File: config.mk
export PLATFORM = sky130hd
export DESIGN_NAME = fifo_stream_writer
export DESIGN_NICKNAME = d
export VERILOG_FILES = /design/src/rtl/fifo_stream_writer.sv
export SDC_FILE = /design/constraint.sdc
export NUM_CORES = 1
export LEC_CHECK = 0
export ABC_CLOCK_PERIOD_IN_PS = 2200
export CAP_MARGIN = 15
export CORE_ASPECT_RATIO = 1.25
export CORE_MARGIN = 5
export CORE_UTILIZATION = 40
export CTS_BUF_LIST = sky130_fd_sc_hd__clkbuf_4 sky130_fd_sc_hd__clkbuf_8
export DETAILED_ROUTE_END_ITERATION = 10
export PLACE_DENSITY = 0.67
export SLEW_MARGIN = 25
export SYNTH_ARGS = -nofsm -noshare
export SYNTH_HDL_FRONTEND = slang
export SYNTH_SLANG_ARGS = --single-unit
File: constraint.sdc
create_clock -name wr_clk -period 2.2 [get_ports wr_clk]
set_input_delay 0.55 -clock wr_clk [delete_from_list [all_inputs] [get_ports wr_clk]]
set_output_delay 0.55 -clock wr_clk [all_outputs]
set_load 0.01 [all_outputs]
File: src/rtl/fifo_stream_writer.sv
`default_nettype none
// ============================================================================
//  Module   : fifo_stream_writer
//  Purpose  : Write-side producer for the dual-clock FIFO. Accepts a
//             valid/ready word stream, buffers it in a 2-entry skid buffer,
//             writes the FIFO without ever writing while full, checks every
//             write against wr_ack and frames the traffic as fixed-length
//             bursts started by a pulse.
//  Ports    : wr_clk, rst_n      - write clock, async active-low reset
//             start              - burst start pulse (honoured in IDLE only)
//             in_valid/in_data   - upstream stream, in_ready = accept
//             fifo_wr_en/din     - FIFO write port
//             fifo_full/wr_ack   - FIFO status / write acknowledge
//             busy, done         - burst in progress / completion pulse
//             word_count         - acknowledged writes of current/last burst
//             ack_error          - sticky missing/spurious ack flag
//  Revision : 1.0 - initial release
// ============================================================================
module fifo_stream_writer #(
   parameter  int DATA_WIDTH = 32,
   parameter  int FRAME_LEN  = 1024,
   localparam int CNT_WIDTH  = $clog2(FRAME_LEN + 1)
) (
   input  logic                  wr_clk,
   input  logic                  rst_n,
   input  logic                  start,
   input  logic                  in_valid,
   input  logic [DATA_WIDTH-1:0] in_data,
   output logic                  in_ready,
   output logic                  fifo_wr_en,
   output logic [DATA_WIDTH-1:0] fifo_din,
   input  logic                  fifo_full,
   input  logic                  fifo_wr_ack,
   output logic                  busy,
   output logic                  done,
   output logic [CNT_WIDTH-1:0]  word_count,
   output logic                  ack_error
);

   typedef enum logic [1:0] {
      ST_IDLE  = 2'd0,
      ST_RUN   = 2'd1,
      ST_DRAIN = 2'd2,
      ST_DONE  = 2'd3
   } state_t;

   localparam logic [CNT_WIDTH-1:0] FRAME_LEN_C = CNT_WIDTH'(FRAME_LEN);

   state_t                  state_q, state_d;
   // skid0 is always the head entry; skid1 only holds data when two are buffered
   logic [DATA_WIDTH-1:0]   skid0_q, skid0_d;
   logic [DATA_WIDTH-1:0]   skid1_q, skid1_d;
   logic [1:0]              skid_cnt_q, skid_cnt_d;
   logic [CNT_WIDTH-1:0]    accepted_q, accepted_d;
   logic [CNT_WIDTH-1:0]    word_count_q, word_count_d;
   logic                    ack_pend_q, ack_pend_d;
   logic                    ack_error_q, ack_error_d;

   logic                    push;
   logic                    pop;
   logic                    start_ok;

   // Outputs depend on registers only (plus fifo_full for the write enable)
   always_comb begin
      in_ready   = (state_q == ST_RUN) && (skid_cnt_q < 2'd2) && (accepted_q < FRAME_LEN_C);
      fifo_wr_en = (skid_cnt_q != 2'd0) && !fifo_full;
      fifo_din   = skid0_q;
      busy       = (state_q == ST_RUN) || (state_q == ST_DRAIN);
      done       = (state_q == ST_DONE);
      word_count = word_count_q;
      ack_error  = ack_error_q;
   end

   always_comb begin
      state_d      = state_q;
      skid0_d      = skid0_q;
      skid1_d      = skid1_q;
      skid_cnt_d   = skid_cnt_q;
      accepted_d   = accepted_q;
      word_count_d = word_count_q;
      ack_error_d  = ack_error_q;
      ack_pend_d   = fifo_wr_en;

      push     = in_valid && in_ready;
      pop      = fifo_wr_en;
      start_ok = (state_q == ST_IDLE) && start;

      case (state_q)
         ST_IDLE:  if (start) state_d = ST_RUN;
         ST_RUN:   if (accepted_q == FRAME_LEN_C) state_d = ST_DRAIN;
         // wait for the last write's ack window to close so word_count is final
         ST_DRAIN: if ((skid_cnt_q == 2'd0) && !ack_pend_q) state_d = ST_DONE;
         ST_DONE:  state_d = ST_IDLE;
         default:  state_d = ST_IDLE;
      endcase

      // Skid buffer: when it drains empty skid0 is left untouched so that
      // fifo_din keeps showing the last word written.
      case ({push, pop})
         2'b10: begin
            if (skid_cnt_q == 2'd0) skid0_d = in_data;
            else                    skid1_d = in_data;
            skid_cnt_d = skid_cnt_q + 2'd1;
         end
         2'b01: begin
            if (skid_cnt_q == 2'd2) skid0_d = skid1_q;
            skid_cnt_d = skid_cnt_q - 2'd1;
         end
         2'b11: begin
            // occupancy unchanged; the new word queues behind the remaining one
            if (skid_cnt_q == 2'd2) begin
               skid0_d = skid1_q;
               skid1_d = in_data;
            end else begin
               skid0_d = in_data;
            end
         end
         default: ;
      endcase

      if (push) accepted_d = accepted_q + 1'b1;

      if (ack_pend_q && fifo_wr_ack) begin
         if (word_count_q < FRAME_LEN_C) word_count_d = word_count_q + 1'b1;
      end else if (ack_pend_q != fifo_wr_ack) begin
         ack_error_d = 1'b1;
      end

      if (start_ok) begin
         accepted_d   = '0;
         word_count_d = '0;
         ack_error_d  = 1'b0;
      end
   end

   always_ff @(posedge wr_clk or negedge rst_n) begin
      if (!rst_n) begin
         state_q      <= ST_IDLE;
         skid0_q      <= '0;
         skid1_q      <= '0;
         skid_cnt_q   <= '0;
         accepted_q   <= '0;
         word_count_q <= '0;
         ack_pend_q   <= 1'b0;
         ack_error_q  <= 1'b0;
      end else begin
         state_q      <= state_d;
         skid0_q      <= skid0_d;
         skid1_q      <= skid1_d;
         skid_cnt_q   <= skid_cnt_d;
         accepted_q   <= accepted_d;
         word_count_q <= word_count_d;
         ack_pend_q   <= ack_pend_d;
         ack_error_q  <= ack_error_d;
      end
   end

endmodule
`default_nettype wire

==> results.json <==
{
  "num_vias": 3102,
  "areaGrowthSynthToFinish_pct": 45.15,
  "place_congestion": 0.8037,
  "finalHoldViolCount": 0,
  "synth-edff-count": 0,
  "cpMostUsedCell": "buf_6",
  "netlist_top_cells_count": "dfrtp_1, mux2_2, a22o_1",
  "cp-end-kind": "register",
  "crit_start": "fifo_full",
  "drive_above_1_share": 0.3261,
  "nets": 508,
  "multi_input_area_um2": 2064,
  "crit_arrival_ns": 2.49,
  "htree_levels": 3,
  "pin_count": 86,
  "synth_nets": 383,
  "tightest_slew_ns": 0.4046,
  "timing.critical_path.slowest_cell_delay_ns": 0.47,
  "hold_class": "input port to asynchronous set/reset pin",
  "antenna_found_initial": 0,
  "wl_per_cell_um": 17.67,
  "clockRootBuffer": "clkbuf_8",
  "endpoint": "skid1_q[24]$_DFFE_PN0P_",
  "final_util": 0.5898,
  "worstPathRequired_ns": 2.45,
  "r2r_slack_ns": -0.01,
  "synth.most_common_cell": "dfrtp_1",
  "status": "complete, but fails checks",
  "period_share": 1.017,
  "dieArea_um2": 12860,
  "fin_tns_setup_ns": -0.6146,
  "reg2reg_from": "state_q[1]$_DFFE_PN0P_",
  "clock-sinks": 92,
  "grt_util_all_layers": 0.1637,
  "grt_pass1_vias": 3259,
  "diodes": 0,
  "ant_nets": 0,
  "netlist_area_um2": 4270,
  "totalWireLength_mm": 10.52,
  "min_period_ns": 2.238,
  "slew_violations": 0,
  "critPathMaxFanout": 5,
  "clockBufferDepth": 2,
  "synth_area_leaders": "dfrtp_1, mux2_2, a22o_1",
  "clk_pin_slew_ns": 0.08,
  "grt_max_degree": 47,
  "crit_type": "input port to register",
  "rsz0062_at_grt": "yes",
  "fp.coreArea_um2": 10510,
  "maxCapViolCount": 0,
  "numCtsBuffers": 9,
  "finalSetupViolations": 33,
  "cp_slowest_cell": "clkdlybuf4s50_1",
  "skew_ns": 0.008609,
  "ys_warn_count": 0,
  "drt_iter0_drc": 86,
  "crit_chain": "clkdlybuf4s50_1, o21bai_4, inv_2, ha_4, buf_6, a211oi_4, buf_6, clkbuf_16, mux2_4",
  "yosysSeqAreaShare": 0.5391,
  "p_total_mw": 7.903,
  "cp-start-kind": "input port",
  "port_buffers": 85,
  "die_width_um": 102.4,
  "relSlewSlack": 0.7303,
  "fin_ws_ns": -0.03815,
  "async_reset_ff_frac": 1.000,
  "synthCells": 333,
  "hpwl_mm": 6.419,
  "pre_cts_slack_ns": -0.6691,
  "max_freq_mhz": 446.8,
  "placedCellCount": 558,
  "initial_utilization": 0.4063,
  "clk_latency_ns": 0.36,
  "ys_ff_latch": 92,
  "regArea_um2": 2302,
  "vias_per_cell": 5.213,
  "stdcell_count": 595,
  "r2r_cells": 13,
  "failed_checks": "setup timing",
  "synth-main-ff-cell": "dfrtp_1",
  "first_pass_iters": 4,
  "gr-total-overflow": 0,
  "power_density_nw_per_um2": 1275,
  "fillers": 879,
  "r2r_end": "fifo_din[30]$_DFFE_PN0P_",
  "synth_cell_types": 38,
  "synth_top_area_cell": "dfrtp_1",
  "cts_tree": "yes",
  "synth.top_cell.area_share": 0.5391,
  "syn_area_per_cell_um2": 12.82,
  "post-route-drc-count": 0,
  "grt_pass1_wl_mm": 16.42,
  "die_h_um": 125.5,
  "vdd_drop_max_mv": 0.6745,
  "power.leakage_nw": 2.770,
  "hold_buffers": 0,
  "core.rowCount": 42
}
[sequential cells by signal, indices dropped and copies added, names as in the netlist]
signal,count
ack_error,1
skid_cnt_q,2
accepted_q,11
ack_pend_q,1
fifo_din,32
state_q,2
word_count,11
skid1_q,32
[final cells by class]
class,instances,share of cell area
clock inverter,6,0.01393
clock buffer,10,0.02220
inverter,10,0.007267
multi-input combinational,215,0.3331
tap,132,0.02665
sequential,92,0.3714
timing repair buffer,130,0.2255
[layer usage]
metal	vias up	GRT usage	routed length, µm
li1	1444	-	-
met1	1576	0.2014	4392
met2	66	0.2729	5450
met3	16	0.03287	448
met4	0	0.07490	224
met5	-	0	0
[how the worst min path moves through the flow]
stage | start | to | slack [ns] | cells after the start
6_report | rst_n | fifo_din[21]$_DFFE_PN0P_ | 0.10 | 1
5_1_grt | rst_n | fifo_din[17]$_DFFE_PN0P_ | 0.12 | 1
4_1_cts | rst_n | fifo_din[21]$_DFFE_PN0P_ | 0.10 | 1
3_5_place_dp | skid1_q[28]$_DFFE_PN0P_ | skid1_q[28]$_DFFE_PN0P_ | 0.48 | 1
3_3_place_gp | skid1_q[1]$_DFFE_PN0P_ | skid1_q[1]$_DFFE_PN0P_ | 0.47 | 1
2_1_floorplan | rst_n | accepted_q[0]$_DFFE_PN0P_ | 0.25 | 0
[cells by family after synthesis]
group | Yosys count | share of synthesized area
AO/OA/AOI/OAI | 49 | 0.09581
multiplexers | 66 | 0.1737
flip-flops | 92 | 0.5391
buffers and inverters | 27 | 0.03721
adder cells (fa/ha/maj) | 12 | 0.03516
AND/OR/NAND/NOR | 68 | 0.07999
XOR/XNOR | 19 | 0.03897
[metrics by stage]
step	instance area (µm²)	hold WS, ns
global route	6198	0.1151
global placement	5443	0.4674
detailed placement	5443	0.4797
floorplan	4299	0.2544
finish	6198	0.1020
CTS	5953	0.1044
[repair_timing]
| item | CTS | global route |
|---|---|---|
| buffers inserted | 12 | 5 |
| pin swaps | 3 | 7 |
| gates cloned | 4 | 3 |
| setup endpoints to repair | 67 | 66 |
| gates resized for setup | 25 | 52 |
[power by group]
group	internal (mW)	switching, mW
Combinational	2.37	1.47
Clock	0.671	0.610
Sequential	2.36	0.419
[placed cells by master (no fill, tap or decap), types with 3 or more instances in the layout]
master / count
mux2_2: 29
nand2_1: 14
buf_16: 3
ha_1: 7
nand3_1: 5
a21oi_1: 5
buf_4: 27
nor4_1: 5
xnor2_1: 7
buf_6: 7
xor2_1: 12
clkbuf_8: 10
clkbuf_16: 3
nand4_1: 8
mux2_4: 36
buf_12: 6
inv_1: 6
nor3_1: 3
ha_4: 4
nor2_1: 21
clkdlybuf4s50_1: 80
a22o_1: 32
dfrtp_1: 92
[worst max-delay path: cells and delay by family]
| family | cells | cell delay [ns] |
|---|---|---|
| adders and majority gates | 1 | 0.19 |
| AOI/OAI and AO/OA | 2 | 0.39 |
| buffers and inverters | 5 | 1.05 |
| muxes | 1 | 0.29 |
Power figures use the tool's default switching activity.
